==> src/rtl/fpu_dispatch_pkg.sv <==
// Shared FPU definitions: op encodings, dispatcher state, destination-file and latency helpers.
package fpu_dispatch_pkg;

    localparam logic [3:0] FPUOP_FADD   = 4'b0000;
    localparam logic [3:0] FPUOP_FSUB   = 4'b0001;
    localparam logic [3:0] FPUOP_FMUL   = 4'b0010;
    localparam logic [3:0] FPUOP_FDIV   = 4'b0011;
    localparam logic [3:0] FPUOP_FSQRT  = 4'b0100;
    localparam logic [3:0] FPUOP_FSGNJ  = 4'b0101;
    localparam logic [3:0] FPUOP_FSGNJN = 4'b0110;
    localparam logic [3:0] FPUOP_FSGNJX = 4'b0111;
    localparam logic [3:0] FPUOP_FEQ    = 4'b1000;
    localparam logic [3:0] FPUOP_FLE    = 4'b1001;
    localparam logic [3:0] FPUOP_FLT    = 4'b1010;
    localparam logic [3:0] FPUOP_FCVTWS = 4'b1011;
    localparam logic [3:0] FPUOP_FCVTSW = 4'b1100;
    localparam logic [3:0] FPUOP_IDLE   = 4'b1111;

    localparam logic [31:0] FP_QNAN = 32'h7fc0_0000;

    typedef enum logic [1:0] {StIdle, StExec, StWb} state_t;

    function automatic logic is_int_dst(input logic [3:0] op);
        return (op == FPUOP_FEQ) || (op == FPUOP_FLE) || (op == FPUOP_FLT) ||
               (op == FPUOP_FCVTWS);
    endfunction

    // Cycles between fpu_op presentation and fpu_fin; undefined codes complete at once.
    function automatic int unsigned fpu_latency(input logic [3:0] op);
        case (op)
            FPUOP_FADD, FPUOP_FSUB:   return 3;
            FPUOP_FMUL, FPUOP_FCVTSW: return 2;
            FPUOP_FDIV:               return 11;
            FPUOP_FSQRT:              return 7;
            FPUOP_FCVTWS:             return 1;
            default:                  return 0;
        endcase
    endfunction

endpackage

==> src/rtl/fpu_dispatch_watchdog.sv <==
// EXEC-phase cycle counter; flags the cycle in which the op has spent TIMEOUT_CYCLES in EXEC.
module fpu_dispatch_watchdog #(
    parameter int unsigned TIMEOUT_CYCLES = 16
) (
    input  logic clk,
    input  logic rst,
    input  logic i_clear,
    input  logic i_active,
    output logic o_expired
);

    localparam int unsigned CntW = $clog2(TIMEOUT_CYCLES + 1);

    logic [CntW-1:0] r_cnt;

    always_ff @(posedge clk or posedge rst) begin
        if (rst) begin
            r_cnt <= '0;
        end else if (i_clear) begin
            r_cnt <= '0;
        end else if (i_active) begin
            r_cnt <= r_cnt + 1'b1;
        end
    end

    assign o_expired = i_active && (r_cnt == CntW'(TIMEOUT_CYCLES - 1));

endmodule

==> src/rtl/fpu_dispatch.sv <==
// Single-op FPU requester: accepts from decode, drives the fpu until fin, offers result to writeback.
// Optional timeout abort enabled by defining FPU_DISPATCH_TIMEOUT_EN.
module fpu_dispatch
    import fpu_dispatch_pkg::*;
#(
    parameter int unsigned TIMEOUT_CYCLES = 16
) (
    input  logic        clk,
    input  logic        rst,
    input  logic        req_valid,
    output logic        req_ready,
    input  logic [3:0]  req_op,
    input  logic [31:0] req_src0,
    input  logic [31:0] req_src1,
    input  logic [4:0]  req_rd,
    output logic [3:0]  fpu_op,
    output logic [31:0] fpu_src0,
    output logic [31:0] fpu_src1,
    input  logic [31:0] fpu_result,
    input  logic        fpu_fin,
    output logic        wb_valid,
    input  logic        wb_ready,
    output logic [31:0] wb_data,
    output logic [4:0]  wb_rd,
    output logic        wb_int,
    output logic        err
);

    state_t      r_state;
    logic [3:0]  r_op;
    logic [31:0] r_src0;
    logic [31:0] r_src1;
    logic [4:0]  r_rd;
    logic        r_int;
    logic [31:0] r_data;
    logic        r_err;

    logic w_accept;
    logic w_timeout;

    if (TIMEOUT_CYCLES < 1) begin : g_bad_timeout
        $error("TIMEOUT_CYCLES must be at least 1");
    end

`ifdef FPU_DISPATCH_TIMEOUT_EN
    fpu_dispatch_watchdog #(
        .TIMEOUT_CYCLES (TIMEOUT_CYCLES)
    ) u_watchdog (
        .clk       (clk),
        .rst       (rst),
        .i_clear   (w_accept),
        .i_active  (r_state == StExec),
        .o_expired (w_timeout)
    );
`else
    assign w_timeout = 1'b0;
`endif

    assign req_ready = (r_state == StIdle) || ((r_state == StWb) && wb_ready);
    assign w_accept  = req_valid && req_ready;

    always_ff @(posedge clk or posedge rst) begin
        if (rst) begin
            r_state <= StIdle;
            r_op    <= FPUOP_IDLE;
            r_src0  <= '0;
            r_src1  <= '0;
            r_rd    <= '0;
            r_int   <= 1'b0;
            r_data  <= '0;
            r_err   <= 1'b0;
        end else begin
            r_err <= 1'b0;
            if (w_accept) begin
                r_state <= StExec;
                r_op    <= req_op;
                r_src0  <= req_src0;
                r_src1  <= req_src1;
                r_rd    <= req_rd;
                r_int   <= is_int_dst(req_op);
            end else begin
                unique case (r_state)
                    StIdle: r_state <= StIdle;
                    StExec: begin
                        // A result arriving in the timeout cycle takes priority over the abort.
                        if (fpu_fin) begin
                            r_data  <= fpu_result;
                            r_op    <= FPUOP_IDLE;
                            r_state <= StWb;
                        end else if (w_timeout) begin
                            r_data  <= FP_QNAN;
                            r_op    <= FPUOP_IDLE;
                            r_err   <= 1'b1;
                            r_state <= StWb;
                        end
                    end
                    StWb: begin
                        if (wb_ready) begin
                            r_state <= StIdle;
                        end
                    end
                    default: r_state <= StIdle;
                endcase
            end
        end
    end

    assign fpu_op   = r_op;
    assign fpu_src0 = r_src0;
    assign fpu_src1 = r_src1;
    assign wb_valid = (r_state == StWb);
    assign wb_data  = r_data;
    assign wb_rd    = r_rd;
    assign wb_int   = r_int;
    assign err      = r_err;

endmodule

==> config.mk <==
export PLATFORM = sky130hd
export DESIGN_NAME = fpu_dispatch
export DESIGN_NICKNAME = d
export VERILOG_FILES = /design/src/rtl/fpu_dispatch_pkg.sv /design/src/rtl/fpu_dispatch_watchdog.sv /design/src/rtl/fpu_dispatch.sv
export SDC_FILE = /design/constraint.sdc
export NUM_CORES = 1
export LEC_CHECK = 0
export CORE_MARGIN = 2
export CORE_UTILIZATION = 43
export CTS_BUF_LIST = sky130_fd_sc_hd__clkbuf_4
export CTS_CLUSTER_DIAMETER = 120
export CTS_CLUSTER_SIZE = 12
export DETAILED_ROUTE_END_ITERATION = 16
export PLACE_DENSITY = 0.95
export SYNTH_ARGS = -nofsm -noshare
export SYNTH_HDL_FRONTEND = slang
export SYNTH_HIERARCHICAL = 1
export SYNTH_SLANG_ARGS = --single-unit
==> constraint.sdc <==
create_clock -name clk -period 9.3 [get_ports clk]
set_input_delay 1.86 -clock clk [delete_from_list [all_inputs] [get_ports clk]]
set_output_delay 1.86 -clock clk [all_outputs]
set_load 0.02 [all_outputs]
==> impl_results.md <==
- Via count: 2812
- Hold Path Sink: fpu_src1[22]
- R2R cell count: 3
- CTS tree: yes
- CP max-delay cell: clkdlybuf4s50_1
- Startpoint Class: primary input
- DIE WIDTH: 101 µm
- Reg2Reg Setup Slack: 7.30 ns
- Layout cell share with drive strength beyond 1: 7.33%
- Initial DRC Count: 26
- Synth cell types: 17
- VDD IR-drop max: 0.000209 V
- Initial core utilization: 44.2%
- Cts hold-fix bufs: 0
- Critical Path RT: 7.44 ns
- Crit Path Max Fanout: 4
- CP endpoint kind: output pin
- Core region area: 9240 µm²
- Total iterations of the first detailed-routing run: 4
- Site Rows: 35
- CP arrival: 3.24 ns
- Final hold slack: 0.505 ns
- Syn_area_per_cell: 17.0 µm²
- Clk_lat worst skew: 0.43 ns
- Final Power: 0.00215 W
- Fmax: 0.196 GHz
- R2R Path End: wb_rd[1]
- Nets@finish: 569
- Post-Synthesis Net Count: 351
- Largest net degree at the start of global routing: 71
- PortBufs: 217
- Worst Hold Depth: 1
- Slew Limit Fails: 0
- Io pins: 219
- Synth warnings: 6
- Antenna-violating nets left: 0
- Max_slew headroom: 38.5%
- RePlAce Congestion: 0.715
- Post-CTS Setup Bufs: 0
- Worst slew pin tran: 0.923 ns
- FF+latch count, synth: 108
- Synth Instances: 241
- H-tree depth: 3
- Pwr dens: 332 nW/µm²
- CP cell instances: clkdlybuf4s50_1 -> nand2b_1 -> nor2b_1 -> clkdlybuf4s50_1
- Final period utilization: 54.9%
- Number of global-route vias before repair: 3035
- Worst Slack Setup Final: 4.20 ns
- HP Class: reg -> reg
- Setup TNS: 0 ns
- # setup viols final: 0
- Post-cts resize count: 0
- Wirelength per Cell: 16.6 µm
- Clock buffer depth: 2
- CTS clk-pin slew, worst paths: 0.14 ns
- Ant diodes: 0
- Unrepaired setup endpoints after global routing: false
- Total Wirelength: 9.84 mm
- GRT Residual Overflow: 0
- Critical path launch point: wb_ready
- Full die area: 10300 µm²
- Outcome: completed
- Drt via density: 4.74
- CP peak stage delay: 0.61 ns
- CTS Sinks: 108
- Mapped cell area: 4090 µm²
- Total GRT Usage: 18.8%
- Worst hold path startpoint: fpu_src1[22]
- DRC Markers: 0
- Post-DP HPWL: 7.57 mm
- Setup CP Type: in -> out
- Initial antenna violation count: 0
- Clock root cell: clkbuf_4
- Die height: 101 µm
- Final core occ: 70.1%
- Leak: 2.67 nW
- Global-route wire length before repair: 14.9 mm
- Final min period: 5.10 ns
- Place WS: 4.21 ns
- Final Hold Fails: 0
- Area grow syn2layout: 58.4%
- Max-cap violation count: 0
- # fillers: 654
- Sequential share of the synthesized area: 66.3%
- Reg2reg start: r_state[0]
- Worst Skew: 0.0247 ns
- CP most frequent cell: clkdlybuf4s50_1
- Total CTS buffers: 9
## kinds of logic (layout without fill, tap and decap cells)
| logic type | Yosys count | count (layout) | synth area share [%] |
|---|---|---|---|
| buf+inv | 14 | 237 | 2.85 |
| simple gates | 9 | 9 | 1.35 |
| other cells | 1 | 1 | 0.0918 |
| compound gates | 7 | 7 | 1.35 |
| flops | 108 | 108 | 66.3 |
| mux | 102 | 102 | 28.1 |
## final cells by class
cell class / instances / area, µm² / area share, %
inverters: 2 / 10.0 / 0.155
flip-flops and latches: 108 / 2710 / 41.8
well taps: 129 / 161 / 2.49
multi-input cells: 119 / 1260 / 19.5
clock buffers: 9 / 67.6 / 1.04
repair buffers: 219 / 2190 / 33.8
clock inverters: 7 / 75.1 / 1.16
## metrics by stage
step,instance area [µm²],std cells
after floorplan,4090,241
after global placement,6330,577
after detailed placement,6330,577
after CTS,6470,593
after global routing,6470,593
final,6470,593
## synthesized netlist by cell type, drive strengths merged
library cell	count	area [µm²]
a21bo	1	10.0
and2	1	6.26
buf	12	109
conb	1	3.75
dfrtp	104	2600
dfstp	4	105
inv	2	7.51
mux2	102	1150
nand2	1	3.75
nand2b	3	18.8
nand3b	1	7.51
nor2b	3	18.8
o21ai	2	10.0
o22a	4	35.0
## layout by cell type, fill, tap and decap left out
| cell type | Yosys | layout |
|---|---|---|
| and2_4 | 0 | 1 |
| buf_4 | 2 | 2 |
| clkbuf_4 | 0 | 9 |
| nor2b_1 | 3 | 3 |
| nand2b_1 | 3 | 3 |
| dfstp_2 | 4 | 4 |
| nand2_1 | 1 | 1 |
| clkinv_4 | 0 | 2 |
| o21ai_0 | 2 | 2 |
| clkinv_1 | 0 | 2 |
| mux2_1 | 91 | 91 |
| nand3b_1 | 1 | 1 |
| inv_4 | 0 | 1 |
| inv_6 | 0 | 1 |
| clkdlybuf4s50_1 | 0 | 217 |
| conb_1 | 1 | 1 |
| a21bo_2 | 1 | 1 |
| inv_1 | 2 | 1 |
| mux2_2 | 11 | 11 |
| inv_8 | 0 | 1 |
| dfrtp_1 | 104 | 104 |
| bufinv_16 | 0 | 1 |
| o22a_1 | 4 | 4 |
## worst max-delay path by stage
stage	end	slack, ns	depth (start not counted)
finish	req_ready	4.20	4
global route	req_ready	4.10	4
CTS	req_ready	4.19	4
detailed placement	req_ready	4.21	4
global placement	req_ready	4.20	4
floorplan	fpu_src0[0]	4.60	1
## power breakdown
part           switching (W)  total [W]  internal (W)
clock               0.000154   0.000238     0.0000845
sequential          0.000117   0.000818      0.000701
combinational       0.000521    0.00110      0.000576
## metal layers
layer	vias up	global-route usage, %	part of all wire [%]
met5	-	0	0
met4	0	6.96	2.0
met3	16	6.00	7.9
met2	143	33.8	52
met1	1380	20.8	38
li1	1273	-	-
## critical path, delay by kind of cell
kind	cells	cell delay, ns
buffers and inverters	2	1.08
and+or+nand+nor	2	0.31
## flip-flops by register name, indices dropped and copies added (netlist names)
signal    flops
fpu_src0     32
r_state       2
wb_int        1
fpu_op        4
wb_rd         5
wb_data      32
fpu_src1     32
No activity file was read; power rests on OpenSTA's default activity.
